$ cat config.mk
export PLATFORM = sky130hd
export DESIGN_NAME = cond_unit
export DESIGN_NICKNAME = d
export VERILOG_FILES = /design/src/rtl/cond_unit_pkg.sv /design/src/rtl/cond_unit_cond_check.sv /design/src/rtl/cond_unit.sv
export SDC_FILE = /design/constraint.sdc
export NUM_CORES = 1
export LEC_CHECK = 0
export CAP_MARGIN = 20
export CELL_PAD_IN_SITES_DETAIL_PLACEMENT = 1
export CELL_PAD_IN_SITES_GLOBAL_PLACEMENT = 1
export CORE_MARGIN = 5
export CORE_UTILIZATION = 34
export DETAILED_ROUTE_END_ITERATION = 10
export GPL_ROUTABILITY_DRIVEN = 0
export MAX_ROUTING_LAYER = met4
export PLACE_DENSITY_LB_ADDON = 0.1
export SLEW_MARGIN = 0
export SYNTH_ARGS = -nofsm -noshare
export SYNTH_HDL_FRONTEND = slang
export SYNTH_SLANG_ARGS = --single-unit
export TNS_END_PERCENT = 100
$ cat constraint.sdc
create_clock -name clk -period 3.6 [get_ports clk]
set_input_delay 0.54 -clock clk [delete_from_list [all_inputs] [get_ports clk]]
set_output_delay 0.54 -clock clk [all_outputs]
set_load 0.02 [all_outputs]
$ cat src/rtl/cond_unit_pkg.sv
// Shared definitions for the condition unit: condition codes, flag bit positions
// and the handshake FSM states.
package cond_unit_pkg;

    typedef enum logic [3:0] {
        EQ  = 4'h0,
        NE  = 4'h1,
        CS  = 4'h2,
        CC  = 4'h3,
        MI  = 4'h4,
        PL  = 4'h5,
        VS  = 4'h6,
        VC  = 4'h7,
        HI  = 4'h8,
        LS  = 4'h9,
        GE  = 4'hA,
        LT  = 4'hB,
        GT  = 4'hC,
        LE  = 4'hD,
        AL  = 4'hE,
        RSV = 4'hF
    } cond_e;

    localparam int N_IDX = 0;
    localparam int Z_IDX = 1;
    localparam int C_IDX = 2;
    localparam int V_IDX = 3;

    typedef enum logic {
        ST_IDLE = 1'b0,
        ST_RESP = 1'b1
    } state_e;

    // flag_write[1] selects the N,Z field, flag_write[0] selects the C,V field.
    function automatic logic [3:0] merge_flags(
        input logic [3:0] cur,
        input logic [3:0] nxt,
        input logic [1:0] wr
    );
        logic [3:0] res;
        res        = cur;
        res[N_IDX] = wr[1] ? nxt[N_IDX] : cur[N_IDX];
        res[Z_IDX] = wr[1] ? nxt[Z_IDX] : cur[Z_IDX];
        res[C_IDX] = wr[0] ? nxt[C_IDX] : cur[C_IDX];
        res[V_IDX] = wr[0] ? nxt[V_IDX] : cur[V_IDX];
        return res;
    endfunction

endpackage

$ cat src/rtl/cond_unit_cond_check.sv
// Purely combinational condition evaluator: maps a condition code and an NZCV
// flag set to a taken/not-taken result, flagging the reserved code.
module cond_check
    import cond_unit_pkg::*;
(
    input  logic [3:0] flags,
    input  logic [3:0] cond,
    output logic       cond_ex,
    output logic       cond_err
);

    logic n, z, c, v;

    assign n = flags[N_IDX];
    assign z = flags[Z_IDX];
    assign c = flags[C_IDX];
    assign v = flags[V_IDX];

    // NOTE: every output gets a default before the case so no path can infer a latch.
    always_comb begin
        cond_ex  = 1'b0;
        cond_err = 1'b0;
        case (cond_e'(cond))
            EQ:      cond_ex = z;
            NE:      cond_ex = ~z;
            CS:      cond_ex = c;
            CC:      cond_ex = ~c;
            MI:      cond_ex = n;
            PL:      cond_ex = ~n;
            VS:      cond_ex = v;
            VC:      cond_ex = ~v;
            HI:      cond_ex = c & ~z;
            LS:      cond_ex = ~c | z;
            GE:      cond_ex = (n == v);
            LT:      cond_ex = (n != v);
            GT:      cond_ex = ~z & (n == v);
            LE:      cond_ex = z | (n != v);
            AL:      cond_ex = 1'b1;
            default: cond_err = 1'b1;
        endcase
    end

endmodule

$ cat src/rtl/cond_unit.sv
// Condition unit: architectural NZCV register with same-cycle forwarding, a
// one-deep registered query/response pipeline and a saturating taken counter.
module cond_unit
    import cond_unit_pkg::*;
#(
    parameter int CNT_W = 8
) (
    input  logic             clk,
    input  logic             reset,
    input  logic [3:0]       flags_in,
    input  logic [1:0]       flag_write,
    input  logic             req_valid,
    output logic             req_ready,
    input  logic [3:0]       cond,
    output logic             resp_valid,
    input  logic             resp_ready,
    output logic             cond_ex,
    output logic             cond_err,
    output logic [3:0]       flags_q,
    output logic [CNT_W-1:0] taken_cnt
);

    localparam logic [CNT_W-1:0] CNT_MAX = '1;
    localparam logic [CNT_W-1:0] CNT_ONE = {{(CNT_W-1){1'b0}}, 1'b1};

    state_e           state_q, state_d;
    logic [3:0]       flags_d;
    logic             cond_ex_q, cond_ex_d;
    logic             cond_err_q, cond_err_d;
    logic [CNT_W-1:0] taken_cnt_q, taken_cnt_d;

    logic [3:0]       flags_fwd;
    logic             eval_ex, eval_err;
    logic             accept, resp_hs;

    // Queries see this cycle's flag write, not just the registered flags.
    assign flags_fwd = merge_flags(flags_q, flags_in, flag_write);

    cond_check u_cond_check (
        .flags    (flags_fwd),
        .cond     (cond),
        .cond_ex  (eval_ex),
        .cond_err (eval_err)
    );

    assign resp_valid = (state_q == ST_RESP);
    assign resp_hs    = resp_valid & resp_ready;
    assign req_ready  = (state_q == ST_IDLE) | resp_hs;
    assign accept     = req_valid & req_ready;
    assign cond_ex    = cond_ex_q;
    assign cond_err   = cond_err_q;
    assign taken_cnt  = taken_cnt_q;

    always_comb begin
        state_d     = state_q;
        flags_d     = flags_fwd;
        cond_ex_d   = cond_ex_q;
        cond_err_d  = cond_err_q;
        taken_cnt_d = taken_cnt_q;

        if (resp_hs && cond_ex_q && (taken_cnt_q != CNT_MAX)) begin
            taken_cnt_d = taken_cnt_q + CNT_ONE;
        end

        case (state_q)
            ST_IDLE: if (accept)     state_d = ST_RESP;
            ST_RESP: if (resp_ready) state_d = accept ? ST_RESP : ST_IDLE;
            default:                 state_d = ST_IDLE;
        endcase

        // Result is captured only on acceptance, so a stalled response holds.
        if (accept) begin
            cond_ex_d  = eval_ex;
            cond_err_d = eval_err;
        end
    end

    // NOTE: state uses non-blocking assignments; reset is synchronous and wins over any same-cycle write or query.
    always_ff @(posedge clk) begin
        if (reset) begin
            state_q     <= ST_IDLE;
            flags_q     <= 4'b0000;
            cond_ex_q   <= 1'b0;
            cond_err_q  <= 1'b0;
            taken_cnt_q <= '0;
        end else begin
            state_q     <= state_d;
            flags_q     <= flags_d;
            cond_ex_q   <= cond_ex_d;
            cond_err_q  <= cond_err_d;
            taken_cnt_q <= taken_cnt_d;
        end
    end

endmodule

==> metrics.csv <==
stage;metric;value;unit
min_path;hp-start;cond_err;
clock_network;cts_buffer_depth;2;
place;dp_cells;151;
clock_network;clkTransAtPathRegs;0.09;ns
yosys;synth_cells;97;
yosys;synth_edf_count;0;
min_path;hp-class;reg -> reg;
global_route;globalRouteOverflowTotal;0;
finish;nets;141;
timing;fmax;425.3;MHz
yosys;synthTopCellsByArea;dfxtp_1 (35%), nor2_1 (6.5%), mux2i_1 (5.8%);
timing;period_share;65.31;%
critical_path;critPathCaptureType;output pin;
global_route;grt_usage;14.61;%
floorplan;num_rows;18;
pwr;p_per_area;297.2;nW/um^2
timing;rsz0062_at_grt;false;
detailed_routing;drt_wl_total;2.262;mm
finish;seq_area;300.3;um^2
clock_network;clockRootBuffer;clkbuf_4;
min_path;hold_path_end;cond_err;
floorplan;ios;30;
detailed_routing;drtIter0Drc;31;
floorplan;die_h;60.32;um
detailed_routing;ant_nets;0;
yosys;avgSynthCellArea;8.874;um^2
critical_path;worstPathArrival;1.81;ns
run;cap_violations;0;
timing;worst_slew_pin_slew;0.6162;ns
detailed_routing;vias;838;
timing;setup_viol;0;
yosys;yosysTopAreaCell;dfxtp_1;
critical_path;r2r_setup_slack;1.81;ns
outcome;outcome;finished, final reports clean;
finish;fillers;296;
yosys;synth_area;860.8;um^2
timing;min_period;2.351;ns
clock_network;clk_latency;0.28;ns
place;dp_hpwl;1.717;mm
clock_network;cts.hold.buffers_added;0;
global_route;grt_pass1_wl;3.933;mm
finish;diodes;0;
timing;final-max-slew-violation-count;0;
critical_path;ff2ff_path_depth;6;
finish;drive_gt1_share;6.400;%
timing;hold_violations;0;
pwr;leakagePower;0.0004334;uW
timing;fin_tns_setup;0;ns
floorplan;start_util;35.07;%
finish;instances_no_fill;155;
finish;layout_commonest_cell;clkdlybuf4s50_1;
clock_network;cts-resized-gates;0;
clock_network;post_cts_buffers;0;
critical_path;path_class;in -> out;
detailed_routing;via_per_inst;5.406;
timing;max_slew_margin;58.79;%
finish;multiInputGateArea;525.5;um^2
critical_path;crit_fanout;4;
detailed_routing;routedWlPerCell;14.59;um
yosys;ys_types;38;
yosys;synth_seq_cells;15;
global_route;grt_max_degree;18;
detailed_routing;drc;0;
yosys;synthesis.nets;112;
clock_network;numCtsBuffers;3;
critical_path;worst_setup_path_start_kind;input pin;
clock_network;cts_sinks;15;
floorplan;die_w;60.32;um
finish;synthToLayoutAreaGrowth;37.94;%
min_path;worstHoldPathCells;2;
yosys;async_reset_ff_share;0;%
clock_network;cts_tree;built;
critical_path;required;3.06;ns
clock_network;htreeDepth;1;
pwr;peakVddDrop;0.1902;mV
timing;skew;0.006716;ns
finish;final_cell_mix;clkdlybuf4s50_1 (29), nor2_1 (15), dfxtp_1 (15);
detailed_routing;drtPass1Iterations;4;
global_route;grt_pass1_vias;852;
yosys;yosys_most_used_dff;dfxtp_1;
place;io_buffers;29;
floorplan;fp.coreArea;2455;um^2
yosys;ys.warnings.count;0;
critical_path;r2r-start;taken_cnt[0];
global_route;antenna_found_initial;0;
yosys;synth.yosys.seq_area_share;34.88;%
finish;fin_util;48.37;%
yosys;synth_top_area_share;34.88;%
critical_path;r2r-end;taken_cnt[6];
floorplan;die_area;3638;um^2
==> worst max-delay path by stage <==
stage | from | slack, ns | to | depth (start not counted)
2_1_floorplan | flag_write[1] | 1.83 | cond_ex | 5
3_3_place_gp | flag_write[1] | 1.11 | cond_ex | 6
3_5_place_dp | flag_write[1] | 1.07 | cond_ex | 6
4_1_cts | resp_ready | 1.24 | req_ready | 3
5_1_grt | resp_ready | 1.19 | req_ready | 3
6_report | resp_ready | 1.25 | req_ready | 3
==> synthesized netlist by cell type, types with 4 or more instances <==
master   number
xor2_1        5
nand3_1       4
nand2_1       5
nor2_1       15
dfxtp_1      15
nand4_1       5
mux2i_1       5
==> where the power goes <==
| part | total, uW | internal, uW | switching [uW] |
|---|---|---|---|
| clock network | 101 | 43.0 | 58.2 |
| logic | 77.0 | 38.4 | 38.6 |
| registers | 175 | 171 | 3.70 |
| total | 353 | 252 | 101 |
==> through the flow <==
step / total power (uW) / hold slack (ns) / instance area [um^2] / setup slack, ns
final: 352.9 / 0.5045 / 1187 / 1.249
after global routing: 374.3 / 0.5751 / 1187 / 1.191
after CTS: 355.2 / 0.5121 / 1187 / 1.238
after detailed placement: 256.9 / 0.4838 / 1161 / 1.069
after global placement: 255.0 / 0.4831 / 1161 / 1.113
after floorplan: 221.6 / 0.5802 / 860.8 / 1.832
==> layer usage <==
| layer | vias to the layer above | share of wire, % | routed length (um) | track usage (%) |
|---|---|---|---|---|
| li1 | 420 | - | - | - |
| met3 | 2 | 2.3 | 51 | 2.592 |
| met1 | 407 | 47 | 1058 | 18.28 |
| met4 | 0 | 0.93 | 21 | 4.747 |
| met5 | - | 0 | 0 | - |
| met2 | 9 | 50 | 1131 | 23.61 |
==> state kept, by name (all words and copies together) (netlist names) <==
name,count
taken_cnt,8
flags_q,4
cond_err,1
cond_ex,1
resp_valid,1
==> cells by family after synthesis <==
family | share of synthesized area [%]
AND/OR/NAND/NOR | 28.63
flip-flops | 34.88
AO/OA/AOI/OAI | 11.19
XOR/XNOR | 9.012
multiplexers | 10.76
buffers and inverters | 4.071
adder cells (fa/ha/maj) | 1.453
==> worst max-delay path, stage by stage <==
cell	delay, ns
clkdlybuf4s50_1	0.47
nand2b_1	0.18
clkdlybuf4s50_1	0.62
==> area by class of cell <==
class / count / area share, %
inverters: 2 / 0.6322
multi-input cells: 75 / 44.26
well taps: 30 / 3.161
repair buffers: 29 / 24.45
clock buffers: 4 / 2.213
flip-flops and latches: 15 / 25.29
Power figures use the tool's default switching activity.
